--- src/rtl/pixel_stream_framer.sv ---
// Re-frames an end-of-frame-only pixel stream into an AXI4-Stream video stream
// (TUSER = start of frame, TLAST = end of line). Optional macro: FRAME_REPAIR_EN.
module pixel_stream_framer #(
  parameter int H_ACTIVE   = 640,
  parameter int V_ACTIVE   = 480,
  parameter int DATA_WIDTH = 24
) (
  input  logic                  ap_clk,
  input  logic                  ap_rst,
  input  logic                  pixel_stream_TVALID,
  output logic                  pixel_stream_TREADY,
  input  logic [DATA_WIDTH-1:0] pixel_stream_TDATA,
  input  logic                  pixel_stream_TLAST,
  output logic                  video_stream_TVALID,
  input  logic                  video_stream_TREADY,
  output logic [DATA_WIDTH-1:0] video_stream_TDATA,
  output logic                  video_stream_TUSER,
  output logic                  video_stream_TLAST,
  output logic                  frame_done,
  output logic                  err_short,
  output logic                  err_long,
  output logic [15:0]           frame_count
);

  localparam int XW = (H_ACTIVE > 1) ? $clog2(H_ACTIVE) : 1;
  localparam int YW = (V_ACTIVE > 1) ? $clog2(V_ACTIVE) : 1;
  localparam int EW = DATA_WIDTH + 2;
  localparam logic [XW-1:0] X_LAST = XW'(H_ACTIVE - 1);
  localparam logic [YW-1:0] Y_LAST = YW'(V_ACTIVE - 1);

  typedef enum logic [1:0] {PASS, PAD, DROP} state_t;

  state_t          state_reg, state_next;
  logic [XW-1:0]   x_reg;
  logic [YW-1:0]   y_reg;
  logic [EW-1:0]   skid_mem [0:1];
  logic            rd_ptr_reg, wr_ptr_reg;
  logic [1:0]      count_reg, count_next;
  logic            tready_reg, tready_next;
  logic [15:0]     frame_count_reg;

  logic                  accept, deq, enq;
  logic                  last_x, last_y, at_last;
  logic                  clear_pos, advance_pos;
  logic                  done_next, short_next, long_next;
  logic [DATA_WIDTH-1:0] wdata;
  logic [EW-1:0]         entry;

  assign accept  = pixel_stream_TVALID && tready_reg && !ap_rst;
  assign deq     = (count_reg != 2'd0) && video_stream_TREADY;
  assign last_x  = (x_reg == X_LAST);
  assign last_y  = (y_reg == Y_LAST);
  assign at_last = last_x && last_y;

  always_comb begin
    state_next  = state_reg;
    enq         = 1'b0;
    wdata       = pixel_stream_TDATA;
    clear_pos   = 1'b0;
    advance_pos = 1'b0;
    done_next   = 1'b0;
    short_next  = 1'b0;
    long_next   = 1'b0;
    case (state_reg)
      PASS: begin
        if (accept) begin
          enq = 1'b1;
          if (at_last) begin
            clear_pos = 1'b1;
            done_next = 1'b1;
            if (!pixel_stream_TLAST) begin
              long_next = 1'b1;
`ifdef FRAME_REPAIR_EN
              state_next = DROP;
`endif
            end
          end else if (pixel_stream_TLAST) begin
            short_next = 1'b1;
`ifdef FRAME_REPAIR_EN
            advance_pos = 1'b1;
            state_next  = PAD;
`else
            clear_pos = 1'b1;
            done_next = 1'b1;
`endif
          end else begin
            advance_pos = 1'b1;
          end
        end
      end
`ifdef FRAME_REPAIR_EN
      // Fill the rest of a short frame with black pixels.
      PAD: begin
        wdata = '0;
        if ((count_reg != 2'd2) && !ap_rst) begin
          enq = 1'b1;
          if (at_last) begin
            clear_pos  = 1'b1;
            done_next  = 1'b1;
            state_next = PASS;
          end else begin
            advance_pos = 1'b1;
          end
        end
      end
      DROP: begin
        if (accept && pixel_stream_TLAST) state_next = PASS;
      end
`endif
      default: state_next = PASS;
    endcase
  end

  assign entry      = {wdata, (x_reg == '0) && (y_reg == '0), last_x};
  assign count_next = count_reg + {1'b0, enq} - {1'b0, deq};

  // Input ready is registered, so it is computed from next-cycle occupancy.
  always_comb begin
    case (state_next)
      PASS:    tready_next = (count_next != 2'd2);
      DROP:    tready_next = 1'b1;
      default: tready_next = 1'b0;
    endcase
  end

  always_ff @(posedge ap_clk) begin
    if (ap_rst) begin
      state_reg       <= PASS;
      x_reg           <= '0;
      y_reg           <= '0;
      skid_mem[0]     <= '0;
      skid_mem[1]     <= '0;
      rd_ptr_reg      <= 1'b0;
      wr_ptr_reg      <= 1'b0;
      count_reg       <= 2'd0;
      tready_reg      <= 1'b0;
      frame_count_reg <= 16'd0;
    end else begin
      state_reg  <= state_next;
      count_reg  <= count_next;
      tready_reg <= tready_next;
      if (clear_pos) begin
        x_reg <= '0;
        y_reg <= '0;
      end else if (advance_pos) begin
        if (last_x) begin
          x_reg <= '0;
          y_reg <= last_y ? '0 : y_reg + 1'b1;
        end else begin
          x_reg <= x_reg + 1'b1;
        end
      end
      if (enq) begin
        skid_mem[wr_ptr_reg] <= entry;
        wr_ptr_reg           <= ~wr_ptr_reg;
      end
      if (deq) rd_ptr_reg <= ~rd_ptr_reg;
      if (done_next) frame_count_reg <= frame_count_reg + 16'd1;
    end
  end

  assign pixel_stream_TREADY = tready_reg;
  assign video_stream_TVALID = (count_reg != 2'd0);
  assign {video_stream_TDATA, video_stream_TUSER, video_stream_TLAST} = skid_mem[rd_ptr_reg];
  assign frame_done  = done_next && !ap_rst;
  assign err_short   = short_next && !ap_rst;
  assign err_long    = long_next && !ap_rst;
  assign frame_count = frame_count_reg;

endmodule

--- config.mk ---
export PLATFORM = sky130hd
export DESIGN_NAME = pixel_stream_framer
export DESIGN_NICKNAME = d
export VERILOG_FILES = /design/src/rtl/pixel_stream_framer.sv
export SDC_FILE = /design/constraint.sdc
export NUM_CORES = 1
export LEC_CHECK = 0
export BUFFER_PORTS_ARGS = -buffer_cell sky130_fd_sc_hd__buf_2
export CAP_MARGIN = 15
export CORE_UTILIZATION = 50
export DETAILED_ROUTE_END_ITERATION = 7
export GPL_TIMING_DRIVEN = 0
export HOLD_SLACK_MARGIN = 0.08
export PLACE_DENSITY = 0.86
export SKIP_LAST_GASP = 1
export SLEW_MARGIN = 20
export SYNTH_ARGS = -nofsm -noshare
export SYNTH_HDL_FRONTEND = slang
export SYNTH_SLANG_ARGS = --single-unit
--- constraint.sdc ---
create_clock -name ap_clk -period 1.9 [get_ports ap_clk]
set_input_delay 0.285 -clock ap_clk [delete_from_list [all_inputs] [get_ports ap_clk]]
set_output_delay 0.285 -clock ap_clk [all_outputs]
set_load 0.01 [all_outputs]
After elaboration in Yosys (flattened, before gate mapping)
Memories as Yosys holds them, arrays and structs flattened. A register that Yosys moved wholly into a read port is not among the register bits.
Cells that the tools add are included.
{"block": "word_totals", "register_bits": 42, "mem_bits_rw": 52, "out_inout_bits": 47, "elab_cells": 67, "mem_count": 1}
{"block": "classes", "n_addsub": 5, "eq_ne": 4, "muxes": 30, "n_bitwise": 2, "reduce_logical": 17}
{"name": "skid_mem", "depth": 2, "word_bits": 26, "rd": 1, "rd_clocked_by_memory_dff": 1, "write_ports": 2, "line_no": "36", "text": "logic [EW-1:0] skid_mem [0:1];"}
{"operator": "two-way mux 26 bit", "count": 1}
{"operator": "OR reduction 26 bit", "count": 1}
{"operator": "two-way mux 1 bit", "count": 25}
{"operator": "adder 16 x 1 -> 16 bit (second input constant)", "count": 1}
{"operator": "adder 10 x 1 -> 10 bit (second input constant)", "count": 1}
{"operator": "equality test 10 bit (second input constant)", "count": 1}
{"operator": "zero test 10 bit", "count": 1}
{"operator": "two-way mux 10 bit", "count": 1}
{"operator": "adder 9 x 1 -> 9 bit (second input constant)", "count": 1}
{"operator": "equality test 9 bit (second input constant)", "count": 1}
{"operator": "zero test 9 bit", "count": 1}
{"operator": "two-way mux 9 bit", "count": 1}
{"operator": "logical AND 1 bit", "count": 8}
{"operator": "zero test 2 bit", "count": 2}
{"operator": "adder 2 x 1 -> 2 bit", "count": 1}
{"operator": "equality test 2 bit (second input constant)", "count": 1}
{"operator": "two-way mux 2 bit", "count": 1}
{"operator": "inequality test 2 bit (second input constant)", "count": 1}
{"operator": "inverter 1 bit", "count": 2}
{"operator": "one-hot mux 1 bit (2 select lines)", "count": 1}
{"operator": "AND reduction 2 bit", "count": 1}
{"operator": "nonzero test 2 bit", "count": 1}
{"operator": "OR reduction 2 bit", "count": 1}
{"operator": "subtractor 2 x 1 -> 2 bit", "count": 1}
{"operator": "zero test 1 bit", "count": 1}

Longest topological paths before layout
{"block": "depth", "word_depth": 9, "depth_mapped": 10}

Worst setup path after synthesis
No wires, ideal clock.
{"block": "synth_path", "kind": "reg-to-reg", "startpoint": "register tready_reg (netlist: pixel_stream_TREADY)", "endpoint": "memory skid_mem[0][0] in the netlist's numbering (enable)", "setup_time_ns": 0.364, "arrival_time_ns": 1.701, "required_time_ns": 1.536, "path_slack_ns": -0.165, "path_stages_with_launch": 6, "path_buffers": 0, "period_less_slack_ns": 2.065, "path_cell_list": "dfxtp_1 -> nand4bb_1 -> nor2_1 -> inv_1 -> nor2_1 -> or2_2"}
{"item": "start: declaration", "line_no": "39", "text": "logic tready_reg, tready_next;"}
{"item": "start signal: assignment", "line_no": "141", "text": "tready_reg <= tready_next;"}
{"item": "end: declaration", "line_no": "36"}

Worst setup path after layout
{"block": "layout_path", "startpoint": "register y_reg[0]", "endpoint": "register frame_count_reg[11] (netlist: frame_count[11])"}
{"block": "layout_via", "elab_chain_len": 5}
{"item": "start: declaration", "line_no": "35", "text": "logic [YW-1:0] y_reg;"}
{"item": "start signal: assignment", "line_no": "148", "text": "y_reg <= last_y ? '0 : y_reg + 1'b1;"}
{"item": "equality test 9 bit", "line_no": "52", "text": "assign last_y = (y_reg == Y_LAST);"}
{"item": "logical AND 1 bit", "line_no": "53", "text": "assign at_last = last_x && last_y;"}
{"item": "two-way mux 1 bit", "line_no": "68", "text": "if (at_last) begin"}
{"item": "two-way mux 1 bit", "line_no": "66", "text": "if (accept) begin"}
{"item": "two-way mux 1 bit", "line_no": "64", "text": "case (state_reg)"}
{"item": "end signal: assignment", "line_no": "158", "text": "if (done_next) frame_count_reg <= frame_count_reg + 16'd1;"}
{"item": "end: declaration", "line_no": "40", "text": "logic [15:0] frame_count_reg;"}
Every way passes these cells.
A chain may end at the register's enable or synchronous reset.

==> metrics.md <==
| Metric | Value |
|---|---|
| Critical path, cell by cell | `ha_4 -> nand4b_1 -> buf_4 -> nor4_4 -> a21oi_4 -> buf_6 -> buf_6 -> or4_1 -> a21oi_1` |
| Setup TNS Final | `-8.138 ns` |
| Share of layout cells above drive strength 1 | `0.4476` |
| Comb power frac | `0.214` |
| Die X | `95.60 um` |
| Count leader, synth | `edfxtp_1` |
| Hold bufs inserted after CTS | `0` |
| CP peak stage delay | `0.51 ns` |
| First-pass GRT wire length | `17100 um` |
| ANT cells | `0` |
| Die area | `9139 um2` |
| Max FFs per register | `52` |
| Synth Flop Type | `edfxtp_1` |
| Drt first-iter violations | `201` |
| FF+latch area | `2445 um2` |
| Final Worst Setup Slack | `-0.3354 ns` |
| Area of the multi-input gates | `2148 um2` |
| Avg Cell Area, Syn | `10.87 um2` |
| CP max FO | `5` |
| PortBufs | `75` |
| Final Hold Viols | `0` |
| CTS tree | `yes` |
| Max-Cap Viols | `0` |
| Arrival time worst endpoint | `2.53 ns` |
| Maximum VDD drop | `637.7 uV` |
| DR vias | `3890` |
| DP Area | `4916 um2` |
| Post-layout nets | `565` |
| Number of remaining DRC errors | `0` |
| Psw | `0.001304 W` |
| Top cell type's share of synthesized area | `0.3565` |
| Clock latency on the worst-skew pair | `0.37 ns` |
| Root Buffer | `clkbuf_8` |
| Synth-to-Final Area Change | `33.25%` |
| Setup CP Type | `flop to flop` |
| Post-detailed-placement half-perimeter wirelength | `6438 um` |
| Post-synthesis cell count | `403` |
| Unrepaired setup endpoints after global routing | `yes` |
| Failing checks | `negative setup slack` |
| Yosys warns | `0` |
| Routed length per placed instance | `19.46 um` |
| CORE AREA | `8341 um2` |
| Synth top cells by count | `edfxtp_1, dfxtp_1, nor2_1` |
| Share of flip-flops with an asynchronous set or reset | `0` |
| Total track usage | `0.2498` |
| Switching Share | `0.2751` |
| Number of antenna violations at the first check in global routing | `0` |
| First-pass DRT Iterations | `6` |
| Routability congestion estimate from global placement | `0.8696` |
| Yosys top cell by area | `edfxtp_1` |
| Outcome | `complete, but fails checks` |
| Detailed Route WL | `12440 um` |
| Most used cell, CP | `buf_6` |
| Slew @ Worst Pin | `0.6702 ns` |
| Max clock buf depth | `2` |
| Clock slew at reported path FFs | `0.10 ns` |
| H-tree Lvls | `3` |
| Mapped Area | `4380 um2` |
| Final Cycle Share | `1.177` |
| Skew final | `0.01019 ns` |
| Largest net degree at the start of global routing | `27` |
| Flops & latches, synth | `95` |
| Worst hold slack | `0.2039 ns` |
| Tmin final | `2.235 ns` |
| Reg2reg setup slack | `-0.34 ns` |
| LEAKAGE | `2.339 nW` |
| Number of global-route vias before repair | `3601` |
| Chip height | `95.60 um` |
| Crit-path slowest cell | `or4_1` |
| Row count | `33` |
| Vias/cell | `6.088` |
| Max Fclk | `447.3 MHz` |
| Register area share after synthesis | `0.5530` |
| Num CTS Buffers | `9` |
| WP data required | `2.20 ns` |
| Area contributors post-synth | `edfxtp_1, dfxtp_1, mux2_2` |
| Max-slew violations | `0` |
| Power per cell area | `812.1 nW/um2` |
| Initial Util | `0.5252` |
| # clock sinks | `95` |
| Synth cell types | `43` |
| Crit path capture type | `flop` |
| Placement Setup Slack | `-0.7568 ns` |
| Final core utilization | `0.6998` |
| # IOs | `76` |
| Rel. slew slack | `0.5532` |
| Hold Path Class | `input pin to flop` |
| Final setup fails | `99` |
| Startpoint types | `flop` |
| ANT nets after route | `0` |
| EDFF count, synth | `52` |
| Finished Cell Area | `5837 um2` |
| Sequential Power Share | `0.498` |
| GR Overflow Total | `0` |
| Power Internal | `0.003436 W` |
| Clock power frac | `0.287` |
| Fillcell total | `561` |
==> worst max-delay path, delay by kind of cell, from the launching register on <==
kind                       cells  cell delay, ns
adders and majority gates      1            0.13
buffers and inverters          3            0.46
and+or+nand+nor                3            0.92
DFF                            1            0.37
AOI/OAI and AO/OA              2            0.29
==> worst paths after layout <==
kind,endpoint,startpoint,cells past startpoint
hold reg to reg,frame_count[10],frame_count[10],2
setup / recovery,frame_count[11],y_reg[0],9
setup reg to reg,frame_count[11],y_reg[0],9
hold / removal,skid_mem[0][2],pixel_stream_TDATA[0],2
==> cell families after synthesis <==
logic type / count (synthesis) / synth area share
simple gates: 176 / 0.2277
fa+ha+maj: 7 / 0.01999
other cells: 1 / 0.0008561
flops: 95 / 0.5530
compound gates: 45 / 0.06113
xor+xnor: 19 / 0.03799
buf+inv: 34 / 0.03256
mux: 26 / 0.06684
==> power by group through the flow <==
stage / clock, W / sequential [W] / combinational [W]
final: 0.00136 / 0.00236 / 0.00102
after global routing: 0.00144 / 0.00238 / 0.00112
after CTS: 0.00135 / 0.00235 / 0.000922
after detailed placement: 0 / 0.00236 / 0.000905
after global placement: 0 / 0.00236 / 0.000890
after floorplan: 0 / 0.00236 / 0.000598
==> metrics by stage <==
stage / std cells / power, W
after detailed placement: 584 / 0.003269
after floorplan: 404 / 0.002955
after global placement: 584 / 0.003246
final: 639 / 0.004740
after global routing: 639 / 0.004934
after CTS: 625 / 0.004621
==> final cells by class <==
type | instances | share of cell area
tap | 105 | 0.02251
clock buffer | 10 | 0.02358
inverter | 11 | 0.008360
multi-input combinational | 276 | 0.3681
clock inverter | 6 | 0.01008
buffer | 19 | 0.02165
timing repair buffer | 117 | 0.1269
sequential | 95 | 0.4189
==> what timing repair did <==
item,4_1_cts,5_1_grt
cloned,2,2
resized for setup,56,61
setup buffers,27,13
endpoints found under the hold margin,0,0
endpoints found under the setup margin,135,52
pin swaps,34,25
==> cells in the final DEF, fill, tap and decap left out, types with 10 or more instances in the layout <==
cell,netlist,final
and3_1,27,26
dfxtp_1,43,33
xnor2_1,18,16
clkbuf_8,0,10
buf_4,2,40
mux2_2,26,26
nand2_1,21,20
buf_2,0,74
nor2_1,32,25
edfxtp_1,52,52
and2_1,29,28
a21oi_1,20,13
==> per-layer routing <==
metal / GRT usage / vias up / share of wire
li1: - / 1715 / -
met1: 0.2968 / 1877 / 0.38
met2: 0.4381 / 240 / 0.49
met3: 0.04785 / 58 / 0.080
met4: 0.1095 / 0 / 0.047
met5: 0 / - / 0
Note: power is estimated with default switching activity, not from simulation.
